--- src/rtl/lcd_pkg.sv ---
// Shared constants, opcode decode and address-counter helpers for the LCD bus receiver.
// Latency: none, these are pure combinational helpers.
// Backpressure: not applicable.
package lcd_pkg;

  localparam logic [7:0] SPACE         = 8'h20;
  localparam logic [6:0] LINE0_BASE    = 7'h00;
  localparam logic [6:0] LINE1_BASE    = 7'h40;
  localparam logic [6:0] LINE_LAST_COL = 7'h27;
  localparam logic [6:0] LINE1_LAST    = LINE1_BASE + LINE_LAST_COL;

  // Instruction opcodes as {mask, value}. The highest set bit selects the instruction.
  localparam logic [7:0] OP_CLEAR_MASK   = 8'hFF, OP_CLEAR_VAL   = 8'h01;
  localparam logic [7:0] OP_HOME_MASK    = 8'hFE, OP_HOME_VAL    = 8'h02;
  localparam logic [7:0] OP_ENTRY_MASK   = 8'hFC, OP_ENTRY_VAL   = 8'h04;
  localparam logic [7:0] OP_DISPCTL_MASK = 8'hF8, OP_DISPCTL_VAL = 8'h08;
  localparam logic [7:0] OP_SHIFT_MASK   = 8'hF0, OP_SHIFT_VAL   = 8'h10;
  localparam logic [7:0] OP_FUNCSET_MASK = 8'hE0, OP_FUNCSET_VAL = 8'h20;
  localparam logic [7:0] OP_CGRAM_MASK   = 8'hC0, OP_CGRAM_VAL   = 8'h40;
  localparam logic [7:0] OP_DDRAM_MASK   = 8'h80, OP_DDRAM_VAL   = 8'h80;

  typedef enum logic [0:0] {
    ST_IDLE  = 1'b0,
    ST_CLEAR = 1'b1
  } clr_state_t;

  function automatic logic op_is(input logic [7:0] b, input logic [7:0] mask,
                                 input logic [7:0] val);
    return (b & mask) == val;
  endfunction

  // Address counter increment with the two-line wrap (0x27->0x40, 0x67->0x00).
  function automatic logic [6:0] ac_inc(input logic [6:0] ac);
    if (ac == LINE_LAST_COL) return LINE1_BASE;
    if (ac == LINE1_LAST)    return LINE0_BASE;
    return ac + 7'd1;
  endfunction

  // Address counter decrement with the two-line wrap (0x00->0x67, 0x40->0x27).
  function automatic logic [6:0] ac_dec(input logic [6:0] ac);
    if (ac == LINE0_BASE) return LINE1_LAST;
    if (ac == LINE1_BASE) return LINE_LAST_COL;
    return ac - 7'd1;
  endfunction

  function automatic logic [6:0] ac_step(input logic [6:0] ac, input logic inc);
    return inc ? ac_inc(ac) : ac_dec(ac);
  endfunction

  // Set-DDRAM target: holes past column 0x27 snap to the start of the other line.
  function automatic logic [6:0] ddram_map(input logic [6:0] a);
    if (a[5:0] > 6'h27) return a[6] ? LINE0_BASE : LINE1_BASE;
    return a;
  endfunction

endpackage

--- src/rtl/lcd_ddram.sv ---
// Character buffer RAM: port A read/write for the bus and clear, port B read-only for the consumer.
// Latency: both ports register their read data, 1 clk; port A returns the old byte on a same-address write.
// Backpressure: none, every port accepts an access every cycle.
module lcd_ddram #(
  parameter int DEPTH = 32,
  parameter int AW    = 5
) (
  input  logic          clk,
  input  logic          a_we,
  input  logic [AW-1:0] a_addr,
  input  logic [7:0]    a_wdata,
  output logic [7:0]    a_rdata,
  input  logic [AW-1:0] b_addr,
  output logic [7:0]    b_rdata
);

  logic [7:0] mem [DEPTH];

  // Port A: write plus read-before-write registered read.
  always_ff @(posedge clk) begin
    if (a_we) mem[a_addr] <= a_wdata;
    a_rdata <= mem[a_addr];
  end

  // Port B: consumer registered read.
  always_ff @(posedge clk) begin
    b_rdata <= mem[b_addr];
  end

endmodule

--- src/rtl/lcd_bus_receiver.sv ---
// Display end of an 8-bit HD44780-style bus: decodes writes into a 2-line buffer and serves read cycles.
// Latency: pin E edge to state update/cmd_valid/oe is SYNC_STAGES+1 clk; read data 1 clk after oe.
// Backpressure: while busy (clear) writes and RS=1 reads are dropped and flagged; RS=0 reads are always served.
module lcd_bus_receiver
  import lcd_pkg::*;
#(
  parameter int VIS_COLS    = 16,
  parameter int SYNC_STAGES = 2
) (
  input  logic       clk,
  input  logic       resetn,
  input  logic       lcd_e,
  input  logic       lcd_rs,
  input  logic       lcd_rw,
  input  logic [7:0] lcd_data_in,
  output logic [7:0] lcd_data_out,
  output logic       lcd_data_oe,
  input  logic [4:0] disp_addr,
  output logic [7:0] disp_char,
  output logic       disp_on,
  output logic       cursor_on,
  output logic       blink_on,
  output logic       two_line,
  output logic       font5x10,
  output logic [6:0] cursor_addr,
  output logic       busy,
  output logic       cmd_valid,
  output logic [7:0] cmd_code,
  output logic       cmd_is_data,
  output logic       err_overrun,
  output logic       err_mode
);

  localparam int         DEPTH      = 2 * VIS_COLS;
  localparam int         AW         = $clog2(DEPTH);
  localparam logic [6:0] VIS_COLS_W = 7'(VIS_COLS);

  // Linear buffer index for {line, col}; callers only use it when col is visible.
  function automatic logic [AW-1:0] buf_idx(input logic line, input logic [5:0] col);
    return line ? (AW'(VIS_COLS) + AW'(col)) : AW'(col);
  endfunction

  // ---------------- input synchronizer and E edge detect ----------------
  logic [10:0] sync_q [SYNC_STAGES];
  logic        e_s, rs_s, rw_s, e_d;
  logic [7:0]  data_s;
  logic        e_rise, e_fall;

  // All bus inputs travel through the same pipeline so they stay mutually aligned.
  always_ff @(posedge clk or negedge resetn) begin
    if (!resetn) begin
      for (int i = 0; i < SYNC_STAGES; i++) sync_q[i] <= '0;
    end else begin
      sync_q[0] <= {lcd_e, lcd_rs, lcd_rw, lcd_data_in};
      for (int i = 1; i < SYNC_STAGES; i++) sync_q[i] <= sync_q[i-1];
    end
  end

  assign e_s    = sync_q[SYNC_STAGES-1][10];
  assign rs_s   = sync_q[SYNC_STAGES-1][9];
  assign rw_s   = sync_q[SYNC_STAGES-1][8];
  assign data_s = sync_q[SYNC_STAGES-1][7:0];

  // Delayed copy of synced E for edge detection.
  always_ff @(posedge clk or negedge resetn) begin
    if (!resetn) e_d <= 1'b0;
    else         e_d <= e_s;
  end

  assign e_rise = e_s & ~e_d;
  assign e_fall = ~e_s & e_d;

  // ---------------- bus event qualification ----------------
  logic wr_evt, wr_acc, rd_evt, rd_acc, rd_end, clr_start;
  logic ac_col_ok;

  assign ac_col_ok = {1'b0, cursor_addr[5:0]} < VIS_COLS_W;

  // A falling E ends an active read; otherwise, with RW=0, it strobes a write.
  always_comb begin
    wr_evt    = e_fall & ~lcd_data_oe & ~rw_s;
    wr_acc    = wr_evt & ~busy;
    rd_evt    = e_rise & rw_s;
    rd_acc    = rd_evt & (~busy | ~rs_s);
    rd_end    = e_fall & lcd_data_oe;
    clr_start = wr_acc & ~rs_s & op_is(data_s, OP_CLEAR_MASK, OP_CLEAR_VAL);
  end

  // ---------------- clear sequencer ----------------
  clr_state_t    state_q, state_nxt;
  logic [AW-1:0] clr_cnt;
  logic          clr_done;

  // Reset lands in ST_CLEAR so the buffer is always blanked after power-up.
  always_ff @(posedge clk or negedge resetn) begin
    if (!resetn) state_q <= ST_CLEAR;
    else         state_q <= state_nxt;
  end

  // Next state and busy flag.
  always_comb begin
    state_nxt = state_q;
    busy      = 1'b0;
    clr_done  = (clr_cnt == AW'(DEPTH - 1));
    case (state_q)
      ST_IDLE:  if (clr_start) state_nxt = ST_CLEAR;
      ST_CLEAR: begin
        busy = 1'b1;
        if (clr_done) state_nxt = ST_IDLE;
      end
      default:  state_nxt = ST_IDLE;
    endcase
  end

  // Clear address: one buffer byte per clk while clearing, parked at 0 otherwise.
  always_ff @(posedge clk or negedge resetn) begin
    if (!resetn)                                clr_cnt <= '0;
    else if (state_q == ST_CLEAR && !clr_done)  clr_cnt <= clr_cnt + 1'b1;
    else                                        clr_cnt <= '0;
  end

  // ---------------- buffer RAM ----------------
  logic          ram_a_we;
  logic [AW-1:0] ram_a_addr;
  logic [7:0]    ram_a_wdata, ram_a_rdata, ram_b_rdata;
  logic [AW-1:0] disp_idx;
  logic          disp_oob_q;

  // Port A belongs to the clear while busy; otherwise it follows AC for data writes and reads.
  always_comb begin
    ram_a_we    = 1'b0;
    ram_a_addr  = buf_idx(cursor_addr[6], cursor_addr[5:0]);
    ram_a_wdata = data_s;
    if (busy) begin
      ram_a_we    = 1'b1;
      ram_a_addr  = clr_cnt;
      ram_a_wdata = SPACE;
    end else if (wr_acc && rs_s && ac_col_ok) begin
      ram_a_we    = 1'b1;
    end
  end

  assign disp_idx = buf_idx(disp_addr[4], {2'b00, disp_addr[3:0]});

  lcd_ddram #(.DEPTH(DEPTH), .AW(AW)) u_ddram (
    .clk     (clk),
    .a_we    (ram_a_we),
    .a_addr  (ram_a_addr),
    .a_wdata (ram_a_wdata),
    .a_rdata (ram_a_rdata),
    .b_addr  (disp_idx),
    .b_rdata (ram_b_rdata)
  );

  // Consumer columns past the visible width read as blanks, aligned with the RAM latency.
  always_ff @(posedge clk or negedge resetn) begin
    if (!resetn) disp_oob_q <= 1'b0;
    else         disp_oob_q <= ({3'b000, disp_addr[3:0]} >= VIS_COLS_W);
  end

  assign disp_char = disp_oob_q ? SPACE : ram_b_rdata;

  // ---------------- instruction/data execution and read cycles ----------------
  logic entry_inc, entry_shift, rd_rs_q;
  // Entry-mode S bit is stored only; it does not drive any output.
  logic unused_entry_shift;
  assign unused_entry_shift = entry_shift;

  // Architectural state, error flags, write pulse and the read-cycle drive.
  always_ff @(posedge clk or negedge resetn) begin
    if (!resetn) begin
      cursor_addr  <= LINE0_BASE;
      entry_inc    <= 1'b1;
      entry_shift  <= 1'b0;
      disp_on      <= 1'b0;
      cursor_on    <= 1'b0;
      blink_on     <= 1'b0;
      two_line     <= 1'b0;
      font5x10     <= 1'b0;
      err_overrun  <= 1'b0;
      err_mode     <= 1'b0;
      cmd_valid    <= 1'b0;
      cmd_code     <= 8'h00;
      cmd_is_data  <= 1'b0;
      lcd_data_oe  <= 1'b0;
      lcd_data_out <= 8'h00;
      rd_rs_q      <= 1'b0;
    end else begin
      cmd_valid <= 1'b0;
      if ((wr_evt && busy) || (rd_evt && busy && rs_s)) err_overrun <= 1'b1;

      if (wr_acc) begin
        cmd_valid   <= 1'b1;
        cmd_code    <= data_s;
        cmd_is_data <= rs_s;
        if (rs_s) begin
          cursor_addr <= ac_step(cursor_addr, entry_inc);
        end else if (op_is(data_s, OP_DDRAM_MASK, OP_DDRAM_VAL)) begin
          cursor_addr <= ddram_map(data_s[6:0]);
        end else if (op_is(data_s, OP_CGRAM_MASK, OP_CGRAM_VAL)) begin
          err_mode <= 1'b1;
        end else if (op_is(data_s, OP_FUNCSET_MASK, OP_FUNCSET_VAL)) begin
          two_line <= data_s[3];
          font5x10 <= data_s[2];
          if (!data_s[4]) err_mode <= 1'b1;
        end else if (op_is(data_s, OP_SHIFT_MASK, OP_SHIFT_VAL)) begin
          if (!data_s[3]) cursor_addr <= ac_step(cursor_addr, data_s[2]);
        end else if (op_is(data_s, OP_DISPCTL_MASK, OP_DISPCTL_VAL)) begin
          disp_on   <= data_s[2];
          cursor_on <= data_s[1];
          blink_on  <= data_s[0];
        end else if (op_is(data_s, OP_ENTRY_MASK, OP_ENTRY_VAL)) begin
          entry_inc   <= data_s[1];
          entry_shift <= data_s[0];
        end else if (op_is(data_s, OP_HOME_MASK, OP_HOME_VAL)) begin
          cursor_addr <= LINE0_BASE;
        end else if (op_is(data_s, OP_CLEAR_MASK, OP_CLEAR_VAL)) begin
          cursor_addr <= LINE0_BASE;
          entry_inc   <= 1'b1;
        end
      end

      if (rd_acc) begin
        lcd_data_oe <= 1'b1;
        rd_rs_q     <= rs_s;
      end else if (rd_end) begin
        lcd_data_oe <= 1'b0;
        if (rd_rs_q) cursor_addr <= ac_step(cursor_addr, entry_inc);
      end

      // Refresh every cycle of the read so status tracks busy live.
      if (lcd_data_oe) begin
        if (rd_rs_q) lcd_data_out <= ac_col_ok ? ram_a_rdata : SPACE;
        else         lcd_data_out <= {busy, cursor_addr};
      end
    end
  end

endmodule

--- config.mk ---
export PLATFORM = sky130hd
export DESIGN_NAME = lcd_bus_receiver
export DESIGN_NICKNAME = d
export VERILOG_FILES = /design/src/rtl/lcd_pkg.sv /design/src/rtl/lcd_ddram.sv /design/src/rtl/lcd_bus_receiver.sv
export SDC_FILE = /design/constraint.sdc
export NUM_CORES = 1
export LEC_CHECK = 0
export BUFFER_PORTS_ARGS = -buffer_cell sky130_fd_sc_hd__buf_2
export CORE_AREA = 3 3 170 172
export CTS_BUF_LIST = sky130_fd_sc_hd__clkbuf_16
export CTS_CLUSTER_DIAMETER = 200
export DETAILED_ROUTE_END_ITERATION = 10
export DIE_AREA = 0 0 173 175
export PLACE_DENSITY = 0.81
export SLEW_MARGIN = 25
export SYNTH_ARGS = -nofsm -noshare
export SYNTH_HDL_FRONTEND = slang
export SYNTH_SLANG_ARGS = --single-unit
--- constraint.sdc ---
create_clock -name clk -period 2.45 [get_ports clk]
set_clock_uncertainty 0.15 [all_clocks]
set_input_delay 0.1225 -clock clk [delete_from_list [all_inputs] [get_ports clk]]
set_output_delay 0.1225 -clock clk [all_outputs]
set_load 0.02 [all_outputs]
==> run summary <==
Average vias per placed instance -> 6.97
Unrepaired setup endpoints after global routing -> yes
Placeable core region -> 27,600 µm²
Largest driver fanout on the critical path -> 14
Maximum number of pins on one net before global-route repair -> 45
Placed insts -> 1,390
Length in cells of the worst reg-to-reg path -> 6
Reported leakage power -> 6.61 nW
Final Setup Violations -> 46
Commonest cells after routing, fill and taps aside -> 256 x sky130_fd_sc_hd__edfxtp_1, 144 x sky130_fd_sc_hd__mux4_2, 90 x sky130_fd_sc_hd__buf_4
Number of core rows -> 61
Reg-to-reg startpoint -> state_q$_DFF_PN1_
Result of the run -> complete, but fails checks
Number of instances in the synthesized netlist -> 909
Portion of the post-synthesis area used by sequential elements -> 62.9%
Final Max Slew Viols -> 0
TritonCTS buffer count -> 36
Clock sinks -> 336
Port-buffer cells -> 59
Routed length per instance -> 30.2 µm
Synth unique cells -> 58
Crit path buf inv count -> 2
Maximum ir drop on the vdd rail -> 735 µV
Half-perimeter wire length after detailed placement -> 27.7 mm
Failing checks -> negative setup slack
Clock tree buffer depth -> 3
Register bit count reported by yosys -> 336
Routed Antenna Nets -> 0
Design area -> 18,800 µm²
Setup_tns -> -1.46 ns
Critical path origin -> state_q$_DFF_PN1_
Via count -> 10,400
Synth Area per Inst -> 16.8 µm²
Number of gates on the worst path with buffers counted -> 6
Power density of the placed cells -> 975 nW/µm²
Utilization after layout -> 68.0%
Relative area change from synthesis to final layout -> 23.0%
Rel. slew slack -> 42.3%
Final setup margin -> -0.128 ns
H-Tree Depth -> 2
Hold Vio Cnt, Final -> 0
Largest cells by area after synthesis -> sky130_fd_sc_hd__edfxtp_1 50%, sky130_fd_sc_hd__mux4_2 21%, sky130_fd_sc_hd__dfrtp_1 10%
Clock tree root driver cell -> sky130_fd_sc_hd__clkbuf_16
Biggest area consumer among synthesized cells -> sky130_fd_sc_hd__edfxtp_1
Top flip-flop cell by instance count after synthesis -> sky130_fd_sc_hd__edfxtp_1
Required time of the worst setup path -> 2.66 ns
Synthesized netlist net count -> 931
Initial core utilization -> 55.3%
Post-Place Cell Area -> 16,900 µm²
Final-layout fill cell count -> 1,749
Actual slew at the worst max-slew pin -> 0.863 ns
Kind of start point of the critical path -> flip-flop
Classification of the worst setup path -> reg2reg
Number of iterations in the first detailed-routing pass -> 8
Hold Crit Class -> in2async
GPL Wtd Cong -> 0.974
Synthesized area -> 15,300 µm²
CTS clk-pin slew, worst paths -> 0.06 ns
Share of async-settable or async-resettable flops after synthesis -> 19.0%
Initial antenna violation count -> 1
Die Ht -> 175 µm
Final period util -> 105%
Count of flip-flops with a built-in enable after synthesis -> 256
Boundary Pins -> 60
Share of layout cells above drive strength 1 -> 41.3%
Finished Layout Cells -> 1,493
Die area -> 30,300 µm²
Most frequent standard cell in the layout excluding fill and tap cells -> sky130_fd_sc_hd__edfxtp_1
Max-capacitance violation count -> 0
Nets@finish -> 1,110
Max incr delay on CP -> 0.59 ns
TritonCTS clock tree -> yes
Die Width -> 173 µm
Post-detailed-routing wire length -> 45.2 mm
Tmin final -> 2.58 ns
Critical Path, Cell by Cell -> mux2i_4 -> buf_4 -> buf_12 -> mux4_2 -> a22oi_1 -> nand4_1
Post-synth top area share -> 50.3%
Synthesis warning total -> 0
Largest delay contributor family on the critical path -> multiplexers
Final antenna diode count -> 0
Leftover overflow at the end of global routing -> 0
Endpoint class of the critical path -> flip-flop
Number of global-route vias before repair -> 9,890
F_max -> 388 MHz
Data arrival at the endpoint of the critical path -> 2.79 ns
Total Power -> 18.3 mW
Wire length of the first global-routing pass -> 64.6 mm
Iteration-0 DRC count of the detailed router -> 1,629
Overall routing resource usage -> 28.4%
Library cell contributing the largest single delay on the critical path -> sky130_fd_sc_hd__dfstp_2
Remaining routing DRC violations -> 0
Insertion delay to the later sink of the worst-skew pair -> 0.52 ns
path summary, 6_finish.rpt:
path | end | slack (ns)
min in group clk | sync_q[13]$_DFF_PN0_ | 0.08
max | u_ddram.a_rdata[7]$_DFF_P_ | -0.13
max in group asynchronous | entry_inc$_DFFE_PN1P_ | 1.43
min reg2reg | rs_s$_DFF_PN0_ | 0.20
max reg2reg | u_ddram.a_rdata[7]$_DFF_P_ | -0.13
min | cursor_addr[4]$_DFF_PN0_ | 0.03
worst register-to-register path: cells and delay by family, from the launching register on:
family	cells	cell delay [ns]
AO/OA/AOI/OAI	1	0.39
buffers and inverters	2	0.34
flip-flops	1	0.59
multiplexers	2	0.79
AND/OR/NAND/NOR	1	0.16
flip-flops by register name, indices dropped and copies added, names as in the netlist, 5 cells and up:
name / cells
sync_q: 11
u_ddram.a_rdata: 8
cursor_addr: 7
data_s: 8
u_ddram.mem: 256
cmd_code: 8
lcd_data_out: 8
clr_cnt: 5
u_ddram.b_rdata: 8
power breakdown:
part / internal, mW / switching [mW] / total [mW]
clock: 3.19 / 2.22 / 5.41
sequential: 6.44 / 0.221 / 6.66
combinational: 2.80 / 3.45 / 6.25
timing repair:
action,4_1_cts,5_1_grt
hold endpoints to repair,79,0
hold buffers,13,0
setup endpoints to repair,118,231
gates cloned,1,3
gates resized for setup,21,20
buffers inserted,12,9
pin swaps,13,4
Yosys cell counts, types with 3 or more instances:
cell,instances
sky130_fd_sc_hd__o211ai_1,3
sky130_fd_sc_hd__nand3_1,13
sky130_fd_sc_hd__a221oi_1,5
sky130_fd_sc_hd__nor2_1,82
sky130_fd_sc_hd__inv_1,13
sky130_fd_sc_hd__edfxtp_1,256
sky130_fd_sc_hd__dfrtp_1,62
sky130_fd_sc_hd__xnor2_1,6
sky130_fd_sc_hd__nor3_1,9
sky130_fd_sc_hd__xor2_1,3
sky130_fd_sc_hd__o32ai_1,3
sky130_fd_sc_hd__a22oi_1,32
sky130_fd_sc_hd__dfxtp_1,16
sky130_fd_sc_hd__clkbuf_1,27
sky130_fd_sc_hd__o21ai_0,19
sky130_fd_sc_hd__a221o_1,3
sky130_fd_sc_hd__buf_4,9
sky130_fd_sc_hd__buf_1,9
sky130_fd_sc_hd__o21ai_1,3
sky130_fd_sc_hd__a31oi_1,10
sky130_fd_sc_hd__a21o_1,3
sky130_fd_sc_hd__nand2b_1,4
sky130_fd_sc_hd__mux2i_1,6
sky130_fd_sc_hd__mux2_2,13
sky130_fd_sc_hd__buf_2,13
sky130_fd_sc_hd__a21oi_1,23
sky130_fd_sc_hd__nand2_1,54
sky130_fd_sc_hd__or3_1,3
sky130_fd_sc_hd__ha_1,4
sky130_fd_sc_hd__mux4_2,144
sky130_fd_sc_hd__nand4_1,11
sky130_fd_sc_hd__o32a_1,3
sky130_fd_sc_hd__nor2b_1,9
sky130_fd_sc_hd__o31ai_1,3
logic make-up (layout without fill, tap and decap cells):
logic type                 Yosys count  count (layout)  share of synthesized area, %
DFF                                336             336                          62.9
muxes                              163             163                          22.6
adders and majority gates            4               4                         0.328
and+or+nand+nor                    197             197                          5.78
xor gates and xnor gates             9               9                         0.516
AOI/OAI and AO/OA                  127             127                          5.69
buffers and inverters               73             279                          2.17
layer usage:
layer | vias to the layer above | global-route usage, % | share of wire, %
li1 | 4072 | - | -
met1 | 5258 | 40.0 | 35
met2 | 919 | 44.9 | 47
met3 | 158 | 6.08 | 13
met4 | 2 | 9.93 | 4.6
met5 | - | 0 | 0.029
metrics by stage:
stage	setup slack [ns]	hold slack [ns]
floorplan	-0.273	-0.323
global placement	-0.143	0.0468
detailed placement	-0.159	0.0632
CTS	-0.0391	0.0529
global route	-0.167	0.0810
finish	-0.128	0.0347
cell type report:
class                           instances  area, µm²  share of cell area [%]
Clock buffer                           39        976                    5.19
Clock inverter                         26        208                    1.11
Inverter                               14       52.6                   0.280
Tap cell                              378        473                    2.52
Sequential cell                       336       9610                    51.2
Multi-Input combinational cell        500       5620                    29.9
Timing Repair Buffer                  200       1850                    9.84
(Power assumes the default switching activity.)
